`config.mk`:
```
export PLATFORM = sky130hd
export DESIGN_NAME = fifo_ctrl
export DESIGN_NICKNAME = d
export VERILOG_FILES = /design/src/rtl/fifo_ctrl.sv
export SDC_FILE = /design/constraint.sdc
export NUM_CORES = 1
export LEC_CHECK = 0
export ABC_AREA = 1
export BUFFER_PORTS_ARGS = -buffer_cell sky130_fd_sc_hd__buf_2
export CAP_MARGIN = 15
export CELL_PAD_IN_SITES_DETAIL_PLACEMENT = 2
export CELL_PAD_IN_SITES_GLOBAL_PLACEMENT = 2
export CORE_ASPECT_RATIO = 2
export CORE_MARGIN = 2
export CORE_UTILIZATION = 28
export DETAILED_ROUTE_END_ITERATION = 10
export HOLD_SLACK_MARGIN = 0.15
export PLACE_DENSITY = 0.86
export SYNTH_ARGS = -nofsm -noshare
export SYNTH_HDL_FRONTEND = slang
export SYNTH_SLANG_ARGS = --single-unit
export TNS_END_PERCENT = 5
```
`constraint.sdc`:
```
create_clock -name clk -period 2.8 [get_ports clk]
set_input_delay 0.42 -clock clk [delete_from_list [all_inputs] [get_ports clk]]
set_output_delay 0.42 -clock clk [all_outputs]
set_load 0.005 [all_outputs]
```
`src/rtl/fifo_ctrl.sv`:
```
// Synchronous FIFO controller in front of a registered-read dual-port RAM.
// A 2-entry output buffer hides the RAM read latency so the read side never bubbles.
module fifo_ctrl #(
    parameter int ADDR_WIDTH = 6,
    parameter int DATA_WIDTH = 8
) (
    input  logic                    clk,
    input  logic                    rst_n,
    input  logic                    s_valid,
    output logic                    s_ready,
    input  logic [DATA_WIDTH-1:0]   s_data,
    output logic                    m_valid,
    input  logic                    m_ready,
    output logic [DATA_WIDTH-1:0]   m_data,
    output logic [ADDR_WIDTH+1:0]   count,
    output logic                    ram_we,
    output logic [DATA_WIDTH-1:0]   ram_wdata,
    output logic [ADDR_WIDTH-1:0]   ram_waddr,
    output logic [ADDR_WIDTH-1:0]   ram_raddr,
    input  logic [DATA_WIDTH-1:0]   ram_q
);

    localparam logic [ADDR_WIDTH:0]   RAM_DEPTH = {1'b1, {ADDR_WIDTH{1'b0}}};
    localparam logic [ADDR_WIDTH:0]   PTR_ONE   = 1;
    localparam logic [ADDR_WIDTH+1:0] CNT_ONE   = 1;

    logic                  rst_n_q;
    logic [ADDR_WIDTH:0]   wptr;
    logic [ADDR_WIDTH:0]   rptr;
    logic [ADDR_WIDTH:0]   ram_cnt;
    logic                  ram_full;
    logic                  ram_empty;
    logic                  accept;
    logic                  pop;
    logic                  pending;
    logic                  rd_issue;
    logic [2:0]            rd_load;
    logic [1:0]            buf_occ;
    logic [DATA_WIDTH-1:0] buf0;
    logic [DATA_WIDTH-1:0] buf1;

    assign ram_cnt   = wptr - rptr;
    assign ram_full  = (ram_cnt == RAM_DEPTH);
    assign ram_empty = (ram_cnt == '0);

    assign s_ready   = rst_n_q & ~ram_full;
    assign accept    = s_valid & s_ready;
    assign m_valid   = (buf_occ != 2'd0);
    assign m_data    = buf0;
    assign pop       = m_valid & m_ready;

    // Only issue a read if the buffer is guaranteed room when its data lands next cycle.
    assign rd_load   = 3'(buf_occ) + 3'(pending) - 3'(pop);
    assign rd_issue  = ~ram_empty & (rd_load < 3'd2);

    assign ram_we    = accept;
    assign ram_wdata = s_data;
    assign ram_waddr = wptr[ADDR_WIDTH-1:0];
    assign ram_raddr = rptr[ADDR_WIDTH-1:0];

    // NOTE: sequential state uses non-blocking assignments so every register samples pre-edge values.
    always_ff @(posedge clk) begin
        if (!rst_n) begin
            rst_n_q <= 1'b0;
            wptr    <= '0;
            rptr    <= '0;
            pending <= 1'b0;
            buf_occ <= 2'd0;
            count   <= '0;
        end else begin
            rst_n_q <= 1'b1;
            pending <= rd_issue;
            if (accept)
                wptr <= wptr + PTR_ONE;
            if (rd_issue)
                rptr <= rptr + PTR_ONE;
            if (pending && !pop)
                buf_occ <= buf_occ + 2'd1;
            else if (pop && !pending)
                buf_occ <= buf_occ - 2'd1;
            if (accept && !pop)
                count <= count + CNT_ONE;
            else if (pop && !accept)
                count <= count - CNT_ONE;
        end
    end

    // NOTE: buffer data is left unreset; buf_occ alone decides which entries are meaningful.
    always_ff @(posedge clk) begin
        unique case ({pending, pop})
            2'b10: begin
                if (buf_occ == 2'd0)
                    buf0 <= ram_q;
                else
                    buf1 <= ram_q;
            end
            2'b01: buf0 <= buf1;
            2'b11: begin
                if (buf_occ == 2'd2) begin
                    buf0 <= buf1;
                    buf1 <= ram_q;
                end else begin
                    buf0 <= ram_q;
                end
            end
            default: ;
        endcase
    end

endmodule

```
Word level (Yosys, flattened, before mapping)
Cells that the tools add are included.
{"block": "totals", "ramBits": 0, "wordCells": 59, "output_inout_bits": 39, "inputBits": 20, "romBits": 0, "latch_bits": 0, "regBits": 42, "memories": 0}
{"block": "op_classes", "multipliers": 0, "magnitude_cmp": 1, "bitwise": 6, "shift": 0, "n_addsub": 9, "eq_ne": 8, "n_div": 0, "n_reduce_logical": 16, "n_mux": 11}
{"op": "two-way mux 8 bit", "count": 6}
{"op": "one-hot mux 8 bit (3 select lines)", "count": 1}
{"op": "one-hot mux 8 bit (2 select lines)", "count": 1}
{"op": "adder 7 x 1 -> 7 bit (second input constant)", "count": 2}
{"op": "adder 8 x 1 -> 8 bit (second input constant)", "count": 1}
{"op": "nonzero test 2 bit", "count": 4}
{"op": "subtractor 8 x 1 -> 8 bit (second input constant)", "count": 1}
{"op": "equality test 7 bit (second input constant)", "count": 1}
{"op": "zero test 7 bit", "count": 1}
{"op": "subtractor 7 bit", "count": 1}
{"op": "equality test 2 bit (second input constant)", "count": 3}
{"op": "inequality test 2 bit (second input constant)", "count": 3}
{"op": "bitwise AND 1 bit", "count": 4}
{"op": "logical AND 1 bit", "count": 4}
{"op": "two-way mux 2 bit", "count": 2}
{"op": "adder 2 x 1 -> 3 bit", "count": 1}
{"op": "zero test 1 bit", "count": 3}
{"op": "less-than comparator 3 x 2 -> 1 bit (second input constant)", "count": 1}
{"op": "AND reduction 3 bit", "count": 1}
{"op": "nonzero test 3 bit", "count": 1}
{"op": "subtractor 3 x 1 -> 3 bit", "count": 1}
{"op": "adder 2 x 1 -> 2 bit (second input constant)", "count": 1}
{"op": "equality test 2 x 1 -> 1 bit (second input constant)", "count": 1}
{"op": "zero test 2 bit", "count": 1}
{"op": "other kinds (4)", "count": 5}

Depth between registers and ports, before layout
{"block": "logic_depth", "ltp_word": 9, "ltp_mapped": 25}

Least setup slack after synthesis
Ideal clock, no wire load.
{"block": "synth_path", "path_type": "register to register", "start": "register rptr[2]", "end": "register count[6]", "arrival_time_ns": 3.009, "n_path_buf": 0, "setup_ns": 0.109, "stages_incl_launch_ff": 26, "path_slack_ns": -0.318, "required_ns": 2.691, "path_cell_list": "dfxtp_1 inv_1 ha_1 nand2_1 nand2_1 inv_2 nand2_1 nand2_1 nand2_1 nand2_2 nor2_2 nand2_4 nand3_4 inv_1 ha_1 inv_1 ha_1 a21oi_1 nand2_1 nand2_1 nand2_1 a21o_1 a21oi_1 o21ai_0 nand2_1 inv_1"}
{"block": "synth_via", "elab_chain_len": 8}
{"item": "start, declared", "line_no": "29", "rtl": "logic [ADDR_WIDTH:0] rptr;"}
{"item": "start signal, assigned", "line_no": "76", "rtl": "rptr <= rptr + PTR_ONE;"}
{"item": "subtractor 7 bit *", "line_no": "42", "rtl": "assign ram_cnt = wptr - rptr;"}
{"item": "equality test 7 bit *", "line_no": "43", "rtl": "assign ram_full = (ram_cnt == RAM_DEPTH);"}
{"item": "inverter 1 bit *", "line_no": "46", "rtl": "assign s_ready = rst_n_q & ~ram_full;"}
{"item": "bitwise AND 1 bit *", "line_no": "46"}
{"item": "bitwise AND 1 bit *", "line_no": "47", "rtl": "assign accept = s_valid & s_ready;"}
{"item": "named net ram_we", "line_no": "16", "rtl": "output logic ram_we,"}
{"item": "zero test 1 bit", "line_no": "83", "rtl": "else if (pop && !accept)"}
{"item": "logical AND 1 bit", "line_no": "83"}
{"item": "nonzero test 2 bit (no line)"}
{"item": "end signal, assigned", "line_no": "82", "rtl": "count <= count + CNT_ONE;"}
{"item": "end signal, assigned", "line_no": "84", "rtl": "count <= count - CNT_ONE;"}
{"item": "end, declared", "line_no": "15", "rtl": "output logic [ADDR_WIDTH+1:0] count,"}
The timed path passes the listed nets; every way through them passes the cells marked *.
A chain may end at the register's enable or synchronous reset.

Worst setup path after layout
{"block": "layout_path", "start": "register rptr[2]", "end": "register count[6]"}
{"block": "layout_via", "elab_chain_len": 8}
{"item": "subtractor 7 bit *", "line_no": "42"}
{"item": "equality test 7 bit *", "line_no": "43"}
{"item": "inverter 1 bit *", "line_no": "46"}
{"item": "bitwise AND 1 bit *", "line_no": "46"}
{"item": "bitwise AND 1 bit *", "line_no": "47"}
{"item": "zero test 1 bit", "line_no": "83"}
{"item": "logical AND 1 bit", "line_no": "83"}
{"item": "nonzero test 2 bit (no line)"}
Every way passes the cells marked *; elsewhere a longest branch is shown, timed or not.

==> metrics <==
outcome complete, but fails checks; failing checks setup timing; final-report hold violation count 0; Detailed Routing Iterations Pass 1 4; Finish-stage setup viols 5; Layout area overhead 32.8%; Site Rows 51; hold_buf cts 0; crit start category register; RSZ-0062 raised after global routing yes; DRC viols 0; delay-heaviest family, CP simple AND/OR/NAND/NOR gates; Clk Latency, worst-skew pair about 300 ps; fin. max-slew vios 0; wirelength, routed 9.90 mm; CTS Sinks 42; most common cell after layout, fill and taps aside inv_1; Worst R2R End count[6]; Slew HR 0.502; pwr dens 994 nW/um2; Worst-path clk slew 70 ps; initial antenna violation count 0; post-synthesis net count 397; Final Skew about 9.9 ps; layout cell share with drive strength beyond 1 0.395; cell count after placement around 530; fin util 0.379; num ports ~60; CTS Buffer Depth 2; worst-path maximum fanout 6; first-pass GRT wire length 14.8 mm; Hold Crit Class in -> reg; sequential element share of the synthesized area 0.364; H-Tree Depth 2; Mapped Cells between 300 and 400; initial core utilization 0.285; worst ir drop on vdd 0.592 mV; Final Net Count roughly 460; critical path capture point type register; clock buffer count from CTS 5; CP bufs+invs 4; GRT Overall Usage 0.188; WS Path Type reg -> reg; Max Freq 336 MHz; Critical Path RT 3000 ps; drt via density 4.72; WP data arrival 3170 ps; leakage 1.77 nW; reg2reg start rptr[2]; period utilisation layout 1.06; pin count of the biggest net entering global routing 16; slowest CP cell fa_2; # diodes 0; post-route setup slack -179 ps; reg-to-reg slack, setup -180 ps; DIE AREA 10700 um2; Crit path largest cell delay 370 ps; CTS tree built; max_cap viols 0; Yosys cell types 34; grt ovf 0; antenna viol nets, final 0; minimum clock period 2980 ps; Port Buffer Count 42; commonest cells after routing, fill and taps aside inv_1, nand2_1, buf_2; GP Congestion 0.839; Critical Path Stages 23; non-filler cells, final 550; Placeable Area 9640 um2; Total Power ~3.6 mW; CTS Root Cell clkbuf_16; number of global-route vias before repair between 2000 and 3000; worst hold start ram_q[0]; worst-path cell chain inv_2, ha_4, nand2_4, nand2_2, nand2_1, nand4_1, nand2_2, nor2_4, nand2_4, nand3_4, inv_4, ha_4, inv_8, fa_2, nand3_2, nand2_2, nand2_2, nand2_1, a21o_1, a21oi_1, o21ai_1, nand2_1, inv_1; detailed placement HPWL 7.24 mm; #FFs+latches synth 42; Die Y 144 um; die width 74.0 um; Synth Cell Area 2750 um2; Wirelength per Cell about 18 um; R2R depth 23; worst slew pin tran 740 ps; worst hold endpoint buf1[0]; Synth Area per Inst 7.74 um2; Syn. warnings 0; hold path cells 1; Initial DRC Count 66; most used cell, CP nand2_2; detailed-route via count 2595
per-layer routing:
metal	vias to the layer above	global-route usage	part of all wire
met5	-	0	0
met4	0	0.124	0.060
met3	27	0.0230	0.020
met2	49	0.375	0.59
met1	1287	0.162	0.33
li1	1232	-	-
layout make-up:
cell class	count	area, um2
Clock buffer	5	125
Clock inverter	3	23.8
Fill cell	1095	5990
Inverter	66	263
Multi-Input combinational cell	224	1580
Sequential cell	42	1010
Tap cell	132	165
Timing Repair Buffer	78	478
Yosys cell counts:
library cell,count,area (um2)
nand2_4,2,22.5
nor2_2,2,12.5
nand3_1,17,85.1
clkinv_1,1,3.75
o21ai_1,1,5.00
nand2_8,1,20.0
fa_1,2,40.0
inv_1,63,236
edfxtp_1,16,480
xnor2_1,1,8.76
o22ai_1,8,50.1
nand2_2,3,18.8
clkbuf_1,1,3.75
xor2_1,12,105
nand3_4,1,17.5
nand2_1,69,259
ha_1,20,250
a21o_1,1,7.51
inv_2,1,3.75
nor2_4,2,22.5
inv_4,1,6.26
dfxtp_1,26,521
or2_2,1,6.26
buf_4,20,150
o21ai_0,10,50.1
nand4_1,9,56.3
nor2_1,34,128
o211ai_1,1,7.51
nand3_2,2,20.0
a21oi_1,19,95.1
a21oi_2,3,26.3
nor3_1,2,10.0
buf_2,2,10.0
nand3b_1,1,7.51
power breakdown:
group          leakage (nW)  internal [mW]  total (mW)  switching [mW]
sequential            0.368          0.838       0.980           0.141
combinational          1.33          0.851        2.03            1.18
clock                0.0664          0.334       0.610           0.276
worst max-delay path by stage:
stage / endpoint / slack, ps / from
6_report: count[6] / -180 / rptr[2]
4_1_cts: count[6] / -120 / rptr[4]
3_3_place_gp: count[6] / -40 / rptr[1]
2_1_floorplan: count[6] / 20 / rptr[1]
5_1_grt: count[6] / -340 / rptr[2]
3_5_place_dp: count[6] / -270 / rptr[1]
logic make-up after synthesis:
logic type / share of synthesized area
DFF: 0.364
adders and majority gates: 0.106
and+or+nand+nor: 0.250
xor gates and xnor gates: 0.0415
buffers and inverters: 0.151
AOI/OAI and AO/OA: 0.0879
what timing repair did:
item / in CTS / in global routing
setup endpoints to repair: 5 / 13
setup buffers: 8 / 2
resized for setup: 49 / 12
pin swaps: 24 / 10
sequential cells by signal, summed over array words and instances, names as in the netlist:
name     count
buf1         8
pending      1
wptr         7
rst_n_q      1
m_data       8
rptr         7
buf_occ      2
count        8
worst register-to-register path, cell delays in order (launching register included):
cell	delay [ps]
dfxtp_2	350
inv_2	50
ha_4	260
nand2_4	80
nand2_2	70
nand2_1	120
nand4_1	160
nand2_2	140
nor2_4	50
nand2_4	80
nand3_4	70
inv_4	90
ha_4	170
inv_8	50
fa_2	370
nand3_2	100
nand2_2	80
nand2_2	70
nand2_1	50
a21o_1	170
a21oi_1	120
o21ai_1	80
nand2_1	60
inv_1	40
through the flow:
step	cell area, um2	hold WS (ps)	worst slack [ps]	setup TNS, ps
2_1_floorplan	2850	448	16.9	0
3_3_place_gp	3250	482	-43.6	-85.8
3_5_place_dp	3250	533	-270	-1120
4_1_cts	3580	303	-122	-286
5_1_grt	3650	303	-336	-1600
6_report	3650	305	-179	-705
(Power assumes the default switching activity.)
